### src/rtl/apu_pkg.sv
// Shared APU definitions: register map, noise period table and length table.
// The tables are fixed-width lookups; voices resize the result to their own
// timer/length widths.
package apu_pkg;

  // Register offsets within a voice's 4-byte window
  typedef enum logic [1:0] {
    REG_CTRL   = 2'd0,
    REG_UNUSED = 2'd1,
    REG_PERIOD = 2'd2,
    REG_LENGTH = 2'd3
  } reg_addr_e;

  localparam int PERIOD_TABLE_W = 12;
  localparam int LEN_TABLE_W    = 8;

  // Noise timer reload values, indexed by the 4-bit period index
  function automatic logic [PERIOD_TABLE_W-1:0] period_lookup(input logic [3:0] pi);
    logic [PERIOD_TABLE_W-1:0] p;
    case (pi)
      4'd0:    p = 12'd4;
      4'd1:    p = 12'd8;
      4'd2:    p = 12'd16;
      4'd3:    p = 12'd32;
      4'd4:    p = 12'd64;
      4'd5:    p = 12'd96;
      4'd6:    p = 12'd128;
      4'd7:    p = 12'd160;
      4'd8:    p = 12'd202;
      4'd9:    p = 12'd254;
      4'd10:   p = 12'd380;
      4'd11:   p = 12'd508;
      4'd12:   p = 12'd762;
      4'd13:   p = 12'd1016;
      4'd14:   p = 12'd2034;
      default: p = 12'd4068;
    endcase
    return p;
  endfunction

  // Length counter load values, indexed by the 5-bit length index
  function automatic logic [LEN_TABLE_W-1:0] len_lookup(input logic [4:0] li);
    logic [LEN_TABLE_W-1:0] l;
    case (li)
      5'd0:    l = 8'd10;
      5'd1:    l = 8'd254;
      5'd2:    l = 8'd20;
      5'd3:    l = 8'd2;
      5'd4:    l = 8'd40;
      5'd5:    l = 8'd4;
      5'd6:    l = 8'd80;
      5'd7:    l = 8'd6;
      5'd8:    l = 8'd160;
      5'd9:    l = 8'd8;
      5'd10:   l = 8'd60;
      5'd11:   l = 8'd10;
      5'd12:   l = 8'd14;
      5'd13:   l = 8'd12;
      5'd14:   l = 8'd26;
      5'd15:   l = 8'd14;
      5'd16:   l = 8'd12;
      5'd17:   l = 8'd16;
      5'd18:   l = 8'd24;
      5'd19:   l = 8'd18;
      5'd20:   l = 8'd48;
      5'd21:   l = 8'd20;
      5'd22:   l = 8'd96;
      5'd23:   l = 8'd22;
      5'd24:   l = 8'd192;
      5'd25:   l = 8'd24;
      5'd26:   l = 8'd72;
      5'd27:   l = 8'd26;
      5'd28:   l = 8'd16;
      5'd29:   l = 8'd28;
      5'd30:   l = 8'd32;
      default: l = 8'd30;
    endcase
    return l;
  endfunction

endpackage

### src/rtl/apu_envelope.sv
// APU envelope generator: start flag, divider and decay level with optional
// looping. Shared by the noise voice and, later, the pulse voices.
module apu_envelope
  import apu_pkg::*;
#(
  parameter int VOL_W = 4
) (
  input  logic             clk_i,
  input  logic             rst_ni,
  input  logic             qtr_tick_i,
  input  logic             start_set_i,
  input  logic             loop_i,
  input  logic [VOL_W-1:0] n_i,
  output logic [VOL_W-1:0] decay_o
);

  logic             start_q, start_d;
  logic [VOL_W-1:0] div_q, div_d;
  logic [VOL_W-1:0] decay_q, decay_d;

  // Quarter-frame envelope step; a start request raised this cycle is seen by the next tick
  always_comb begin
    start_d = start_q;
    div_d   = div_q;
    decay_d = decay_q;
    if (qtr_tick_i) begin
      if (start_q) begin
        start_d = 1'b0;
        decay_d = '1;
        div_d   = n_i;
      end else if (div_q == '0) begin
        div_d = n_i;
        if (decay_q != '0) begin
          decay_d = decay_q - VOL_W'(1);
        end else if (loop_i) begin
          decay_d = '1;
        end
      end else begin
        div_d = div_q - VOL_W'(1);
      end
    end
    if (start_set_i) begin
      start_d = 1'b1;
    end
  end

  // Envelope state registers
  always_ff @(posedge clk_i or negedge rst_ni) begin
    if (!rst_ni) begin
      start_q <= 1'b0;
      div_q   <= '0;
      decay_q <= '0;
    end else begin
      start_q <= start_d;
      div_q   <= div_d;
      decay_q <= decay_d;
    end
  end

  assign decay_o = decay_q;

endmodule

### src/rtl/noise_channel.sv
// NES-style noise voice: LFSR noise clocked by a table-driven period timer,
// envelope (apu_envelope), length counter and registered volume output.
// Optional build macro NOISE_DEBUG_EN exposes the live LFSR (lfsr_q) and the
// envelope decay level (env_q) as extra outputs.
module noise_channel
  import apu_pkg::*;
#(
  parameter int LFSR_W    = 15,
  parameter int TAP_LONG  = 1,
  parameter int TAP_SHORT = 6,
  parameter int PERIOD_W  = 12,
  parameter int LEN_W     = 8,
  parameter int VOL_W     = 4
) (
  input  logic             clk,
  input  logic             rst_n,
  input  logic             timer_tick,
  input  logic             qtr_tick,
  input  logic             half_tick,
  input  logic             wr_en,
  input  logic [1:0]       wr_addr,
  input  logic [7:0]       wr_data,
  input  logic             ch_enable,
  output logic [VOL_W-1:0] vol,
  output logic             active
`ifdef NOISE_DEBUG_EN
  ,
  output logic [LFSR_W-1:0] lfsr_q,
  output logic [VOL_W-1:0]  env_q
`endif
);

  logic                halt_q, halt_d;
  logic                const_q, const_d;
  logic [VOL_W-1:0]    n_q, n_d;
  logic                mode_q, mode_d;
  logic [3:0]          pi_q, pi_d;
  logic [PERIOD_W-1:0] timer_q, timer_d;
  logic [LFSR_W-1:0]   noise_q, noise_d;
  logic [LEN_W-1:0]    len_q, len_d;
  logic [VOL_W-1:0]    vol_q, vol_d;
  logic [VOL_W-1:0]    decay;
  logic                wr_ctrl, wr_period, wr_length;
  logic                fb;
  logic                unused_wr_bits;

  assign wr_ctrl   = wr_en && (wr_addr == REG_CTRL);
  assign wr_period = wr_en && (wr_addr == REG_PERIOD);
  assign wr_length = wr_en && (wr_addr == REG_LENGTH);

  // Data bits that no register field uses
  assign unused_wr_bits = ^{wr_data[7:6], wr_data[6:4], wr_data[2:0]};

  apu_envelope #(
    .VOL_W(VOL_W)
  ) u_envelope (
    .clk_i       (clk),
    .rst_ni      (rst_n),
    .qtr_tick_i  (qtr_tick),
    .start_set_i (wr_length),
    .loop_i      (halt_q),
    .n_i         (n_q),
    .decay_o     (decay)
  );

  // CPU-visible control fields latched from register writes
  always_comb begin
    halt_d  = halt_q;
    const_d = const_q;
    n_d     = n_q;
    mode_d  = mode_q;
    pi_d    = pi_q;
    if (wr_ctrl) begin
      halt_d  = wr_data[5];
      const_d = wr_data[4];
      n_d     = VOL_W'(wr_data[3:0]);
    end
    if (wr_period) begin
      mode_d = wr_data[7];
      pi_d   = wr_data[3:0];
    end
  end

  assign fb = noise_q[0] ^ (mode_q ? noise_q[TAP_SHORT] : noise_q[TAP_LONG]);

  // Period timer; the LFSR advances on the tick that finds the timer at zero
  always_comb begin
    timer_d = timer_q;
    noise_d = noise_q;
    if (timer_tick) begin
      if (timer_q == '0) begin
        timer_d = PERIOD_W'(period_lookup(pi_q));
        noise_d = {fb, noise_q[LFSR_W-1:1]};
      end else begin
        timer_d = timer_q - PERIOD_W'(1);
      end
    end
  end

  // Length counter: disable clears it, a length load beats a same-cycle half tick
  always_comb begin
    len_d = len_q;
    if (!ch_enable) begin
      len_d = '0;
    end else if (wr_length) begin
      len_d = LEN_W'(len_lookup(wr_data[7:3]));
    end else if (half_tick && !halt_q && (len_q != '0)) begin
      len_d = len_q - LEN_W'(1);
    end
  end

  // Output sample: silenced by LFSR bit 0 or an expired length counter
  always_comb begin
    vol_d = '0;
    if (!noise_q[0] && (len_q != '0)) begin
      vol_d = const_q ? n_q : decay;
    end
  end

  // State registers
  always_ff @(posedge clk or negedge rst_n) begin
    if (!rst_n) begin
      halt_q  <= 1'b0;
      const_q <= 1'b0;
      n_q     <= '0;
      mode_q  <= 1'b0;
      pi_q    <= '0;
      timer_q <= '0;
      noise_q <= LFSR_W'(1);
      len_q   <= '0;
      vol_q   <= '0;
    end else begin
      halt_q  <= halt_d;
      const_q <= const_d;
      n_q     <= n_d;
      mode_q  <= mode_d;
      pi_q    <= pi_d;
      timer_q <= timer_d;
      noise_q <= noise_d;
      len_q   <= len_d;
      vol_q   <= vol_d;
    end
  end

  assign vol    = vol_q;
  assign active = (len_q != '0);

`ifdef NOISE_DEBUG_EN
  assign lfsr_q = noise_q;
  assign env_q  = decay;
`endif

endmodule

### config.mk
export PLATFORM = sky130hd
export DESIGN_NAME = noise_channel
export DESIGN_NICKNAME = d
export VERILOG_FILES = /design/src/rtl/apu_pkg.sv /design/src/rtl/apu_envelope.sv /design/src/rtl/noise_channel.sv
export SDC_FILE = /design/constraint.sdc
export NUM_CORES = 1
export LEC_CHECK = 0
export CELL_PAD_IN_SITES_DETAIL_PLACEMENT = 0
export CELL_PAD_IN_SITES_GLOBAL_PLACEMENT = 1
export CORE_MARGIN = 3
export CORE_UTILIZATION = 45
export CTS_BUF_LIST = sky130_fd_sc_hd__clkbuf_8
export DETAILED_ROUTE_END_ITERATION = 6
export PLACE_DENSITY_LB_ADDON = 0.1
export SLEW_MARGIN = 20
export SYNTH_ARGS = -nofsm -noshare
export SYNTH_HDL_FRONTEND = slang
export SYNTH_SLANG_ARGS = --single-unit
### constraint.sdc
create_clock -name clk -period 3.05 [get_ports clk]
set_input_delay 0.915 -clock clk [delete_from_list [all_inputs] [get_ports clk]]
set_output_delay 0.915 -clock clk [all_outputs]
set_load 0.03 [all_outputs]
==> results.md, run 1 <==
* Vias in the first global route at ~2,700
* Mapped Cells at roughly 380
* Post-synthesis mux area share at 0.0756
* Crit path required time at between 2 and 2.5 ns
* Final core utilization at 0.556
* PortBufs at 21
* Initial core utilization at 0.473
* CTS Sinks at between 50 and 60
* Fill cells at slightly below 700
* TNS Setup at 0 ns
* Top-area cell type share of the netlist area at 0.414
* Status: finished, final reports clean
* Final WL at 7770 um
* First-pass GRT wire length at roughly 13,000 um
* Synth Area in Compound Gates at 0.177
* Worst slew pin tran at 0.762 ns
* Peak Freq at 393 MHz
* Ys async rst share at 1.00
* Leakage at approximately 1.8 nW
* Worst-path fanout max at 4
* CTS tree: yes
* Clk Latency, worst-skew pair at around 0.34 ns
* Sequential area share after synthesis at 0.421
* Worst reg-to-reg path cell count at 7
* Final setup vio count at 0
* Hold path depth at 2
* MaxCap Viol Count at 0
* Cell with the most instances after synthesis: nand2_1
* Tmin final at approximately 2.5 ns
* Largest net degree at the start of global routing at 60
* Sequential cell area at ~1500 sq um
* Hold Crit Class: flop to flop
* Die Height at 94.3 um
* Synth Cell Area at 3510 sq um
* YS warnings at 0
* Final Cycle Share at 0.834
* Drt pass-1 iters at 6
* Syn_area_per_cell at 9.21 sq um
* Max_slew headroom at 0.492
* Synthesized flop and latch total at between 50 and 60
* Clock root buffer master: clkbuf_8
* Fin nets at 436
* Max-slew violation count at 0
* Core area at 7410 sq um
* CTS max path bufs at 2
* Post-route antenna net violation count at 0
* Row cnt at 31
* Top cells by area, synth: dfrtp_1 (41%), nand2_1 (6.6%), ha_1 (3.9%), mux2_2 (3.9%), mux2i_1 (3.7%)
* Placer Congestion at approximately 0.83
* WHS at around 0.47 ns
* Crit. End Element: output port
* Yosys top cell by area: dfrtp_1
* Prevailing post-synth register cell: dfrtp_1
* Initial antenna violation count at 0
* Multi-input combinational cell area at between 1500 and 2000 sq um
* Post-synth EDFFs at 0
* Synth cell types at 61
* Die Wd at 94.3 um
* Pwr Density at 729 nW/um^2
* Dpl hpwl at 5520 um
* Largest family of logic cells by synthesized area: simple AND/OR/NAND/NOR gates
* Die area at around 8900 sq um
* Htree depth at 3
* RSZ-0062 raised after global routing: no
* Kind of critical path: flop to output port
* GRT Total Usage at 0.188
* DRC Markers at 0
* WL/cell at about 15 um
* Via count at between 2,000 and 3,000
* CTS clk-pin slew, worst paths at ~0.07 ns
* Synth-to-Final Area Change at 17.4%
* Final Skew at approximately 0.013 ns
* Crit path DAT at roughly 1.6 ns
* Synthesized Nets at around 400
* DR iter-0 viols at 108
* Placed cells at just under 500
* Gr ovfl total at 0
* Post-Synth XOR/XNOR Area at 0.00749
* Setup crit start kind: flop
* Hold-fix buffer count after cts at 0
* VDD IR max at just under 0.4 mV
* CTS Buf Count at 9
* Final Hold Vio Count at 0
* Drt via density at 5.61
* Share of layout cells above drive strength 1 at 0.136
* Inserted Diodes at 0
* Pwr Total at between 3 and 4 mW
* Adder-cell share of the synthesized area at 0.0392
* Post-synth top cells: nand2_1 (62), dfrtp_1 (58), inv_1 (19), nor2_1 (19), o21ai_0 (18)
* Io pins at 22
* Final std cells w/o fill at about 500
* Post-synthesis simple-gate area fraction at 0.235
## report_power, final
group / internal (mW) / leakage, nW / switching (mW) / total [mW]
combinational: 0.434 / 0.952 / 0.467 / 0.901
clock: 0.566 / 0.126 / 0.322 / 0.888
sequential: 0.978 / 0.741 / 0.234 / 1.21
total: 1.98 / 1.82 / 1.02 / 3.00
## worst max-delay path, cell delays in order (launching register included)
cell	delay, ns
dfrtp_1	0.40
inv_1	0.06
ha_1	0.19
nor3b_2	0.28
nand2_1	0.12
dlymetal6s2s_1	0.26
## cell families after synthesis
kind of cell	Yosys count
buffers and inverters	38
flip-flops	59
AND/OR/NAND/NOR	154
adder cells (fa/ha/maj)	11
AO/OA/AOI/OAI	91
multiplexers	25
XOR/XNOR	3
## state kept, by name (all words and copies together), names as in the netlist
name / flops
const_q: 1
halt_q: 1
len_q: 8
mode_q: 1
n_q: 4
noise_q: 15
pi_q: 4
timer_q: 12
u_envelope.decay_o: 4
u_envelope.div_q: 4
u_envelope.start_q: 1
vol: 4
## layer usage
metal  GRT usage  routed length (um)
met5           0                   0
met4      0.0493                  74
met2       0.299                3800
met1       0.257                3670
met3      0.0441                 222
## per-stage QoR
| step | setup WS (ns) | cell area [sq um] |
|---|---|---|
| floorplan | 0.751 | 3510 |
| global placement | 0.271 | 3860 |
| detailed placement | 0.248 | 3860 |
| CTS | 0.150 | 4110 |
| global route | 0.342 | 4120 |
| finish | 0.506 | 4120 |
## area by class of cell
cell class | count | share of cell area
inverter | 19 | 0.0173
clock inverter | 6 | 0.0274
clock buffer | 10 | 0.0334
timing repair buffer | 35 | 0.0760
sequential | 59 | 0.359
tap | 99 | 0.0301
multi-input combinational | 284 | 0.457
## repair_timing
item | in CTS | in global routing
resized for setup | 1 | 1
endpoints found under the setup margin | 1 | 1
gates cloned | 0 | 0
buffers inserted | 0 | 0
## cell usage in the layout (no fill, tap or decap), types with 4 or more instances in the layout
cell type and n:
a21oi_1 14, a22oi_1 5, a31oi_1 4, buf_4 14
clkbuf_8 10, clkdlybuf4s50_1 19, dfrtp_1 58, ha_1 11
inv_1 19, mux2_2 12, mux2i_1 13, nand2_1 62
nand2b_1 8, nand3_1 6, nand3b_1 5, nor2_1 19
nor2b_1 5, nor3_1 10, o211ai_1 6, o21a_1 6
o21ai_0 18, o22ai_1 5, o31ai_1 4, or3_1 5
or4b_1 5
## worst paths after layout
path | startpoint | end | slack [ns]
worst min-delay path | noise_q[14] | noise_q[13] | 0.47
max in group asynchronous | rst_n | u_envelope.div_q[0] | 1.81
min in group asynchronous | rst_n | noise_q[6] | 0.72
worst max register to register | timer_q[0] | timer_q[1] | 0.77
worst max-delay path | len_q[0] | active | 0.51
worst min register to register | noise_q[14] | noise_q[13] | 0.47
No activity file was read; power rests on OpenSTA's default activity.
==> inputs of run 2 (changes only) <==
==> constraint.sdc (replaced) <==
create_clock -name clk -period 2.6 [get_ports clk]
set_input_delay 0.78 -clock clk [delete_from_list [all_inputs] [get_ports clk]]
set_output_delay 0.78 -clock clk [all_outputs]
set_load 0.03 [all_outputs]
==> results.md, run 2 (synthesized netlist as in run 1, its figures left out) <==
* Status: finished, final reports clean
* Slowest stage delay, CP at around 0.47 ns
* Placed cells at roughly 500
* Inserted Diodes at 0
* DRC Markers at 0
* Final Cycle Share at 0.895
* PortBufs at 21
* Biggest regs: noise_q: 15 flops, timer_q: 12 flops, len_q: 8 flops
* Final setup vio count at 0
* CTS clk-pin slew, worst paths at roughly 0.060 ns
* Tmin final at about 2.3 ns
* Vias in the first global route at between 2,000 and 3,000
* Gr ovfl total at 0
* Post-CTS Setup Inserts at 0
* Setup crit start kind: input pin
* Initial core utilization at 0.473
* Drt pass-1 iters at 4
* Via count at between 2,000 and 3,000
* CTS Sinks at between 50 and 60
* Final Skew at between 0.004 and 0.005 ns
* Placer Congestion at a little over 0.8
* Post-CTS resize count at 2
* Cell Chain, Critical Path: clkdlybuf4s50_1, or4b_1, or2_0, or4b_1, a31oi_1
* Share of layout cells above drive strength 1 at 0.156
* Post-route antenna net violation count at 0
* Final std cells w/o fill at ~520
* Max-slew violation count at 0
* CP Buf/Inv Count at 1
* Max_slew headroom at 0.652
* CP startpoint: half_tick
* Top reg by flops: noise_q
* Worst-path fanout max at 2
* Fin nets at roughly 450
* Crit path required time at roughly 2.9 ns
* WL/cell at 15.1 um
* First-pass GRT wire length at between 10,000 and 15,000 um
* Final Hold Vio Count at 0
* Pwr Density at approximately 810 nW/um^2
* VDD IR max at about 0.37 mV
* Dpl hpwl at around 5700 um
* GRT Total Usage at 0.191
* Clock root buffer master: clkbuf_8
* Most frequent cells in the layout: nand2_1 (62), dfrtp_1 (58), buf_4 (23)
* CP endpoint: len_q[7]
* Io pins at 22
* Die area at between 8000 and 9000 sq um
* Worst reg-to-reg path cell count at 7
* Kind of critical path: input pin to flop
* Synth-to-Final Area Change at 19.0%
* CTS tree: yes
* Worst slew pin tran at 0.521 ns
* Crit path DAT at around 2.6 ns
* Htree depth at 3
* Largest register FFs at 15
* Crit. path cell count at 5
* Cell mode on critical path: or4b_1
* Hold Crit Class: input pin to async pin
* R2R Setup Slk at 0.28 ns
* Leakage at ~1.9 nW
* DR iter-0 viols at between 80 and 90
* Delay-heaviest family, CP: simple AND/OR/NAND/NOR gates
* CTS max path bufs at 2
* Peak Freq at about 430 MHz
* Crit. End Element: flop
* Final core utilization at 0.563
* Core area at 7410 sq um
* R2r startpoint: timer_q[0]
* Hold-fix buffer count after cts at 0
* Worst reg2reg endpoint: timer_q[1]
* CTS Buf Count at 9
* Row cnt at 31
* Clk Latency, worst-skew pair at 0.33 ns
* Drt via density at 5.64
* CP max stage cell: clkdlybuf4s50_1
* Final WL at roughly 8000 um
* RSZ-0062 raised after global routing: no
* Initial antenna violation count at 0
* Die Height at ~94 um
* MaxCap Viol Count at 0
* Largest net degree at the start of global routing at 60
* Commonest non-fill, non-tap cell in the layout: nand2_1
* Die Wd at between 90 and 100 um
## run 2: cell types whose count changed in the layout (fill, tap and decap cells not counted)
cell / previous run / this run
buf_4: 14 / 23
buf_12: 0 / 2
clkinv_4: 2 / 0
clkbuf_2: 0 / 1
dlymetal6s2s_1: 1 / 0
nor3b_2: 1 / 0
clkbuf_8: 10 / 12
nor3b_4: 0 / 1
bufinv_16: 3 / 1
## run 2: layout make-up
class                   instances  area, sq um
clock inverters                 2         35.0
fillers                       684         3240
well taps                      99          124
multi-input cells             284         1890
repair buffers                 46          413
clock buffers                  12          165
flip-flops and latches         59         1480
inverters                      19         71.3
## run 2: worst min path at each step
stage | slack [ns] | endpoint | cells past startpoint
detailed placement | 0.45 | noise_q[13] | 2
global route | 0.46 | noise_q[9] | 2
global placement | 0.45 | noise_q[12] | 2
floorplan | 0.44 | noise_q[10] | 2
CTS | 0.45 | noise_q[10] | 2
finish | 0.44 | noise_q[9] | 2
## run 2: per-stage QoR
| step | instance area [sq um] | worst slack (ns) | setup TNS [ns] | power (mW) | hold WS, ns |
|---|---|---|---|---|---|
| floorplan | 3510 | 0.436 | 0 | 2.14 | 0.439 |
| detailed placement | 3970 | -0.0928 | -0.0928 | 2.53 | 0.452 |
| CTS | 4170 | 0.0764 | 0 | 3.40 | 0.449 |
| global route | 4170 | 0.123 | 0 | 3.60 | 0.456 |
| finish | 4170 | 0.272 | 0 | 3.38 | 0.444 |
| global placement | 3970 | -0.0202 | -0.0202 | 2.50 | 0.447 |
## run 2: power breakdown
| group | leakage [nW] | total [mW] | switching (mW) | internal [mW] |
|---|---|---|---|---|
| Combinational | 1.01 | 1.10 | 0.558 | 0.540 |
| Clock | 0.104 | 0.854 | 0.345 | 0.509 |
| Sequential | 0.741 | 1.42 | 0.276 | 1.15 |
## run 2: routing by layer
metal,GRT usage,vias to the layer above,share of wire
li1,-,1456,-
met1,0.251,1419,0.47
met4,0.0590,0,0.012
met3,0.0441,8,0.033
met2,0.311,55,0.48
met5,0,-,0
## run 2: worst reg2reg max path, cell delays in order (launching register included)
cell	delay, ns
dfrtp_1	0.41
inv_1	0.13
ha_1	0.19
or4b_4	0.52
nor4_2	0.33
buf_12	0.19
mux2_2	0.34
a21oi_1	0.14
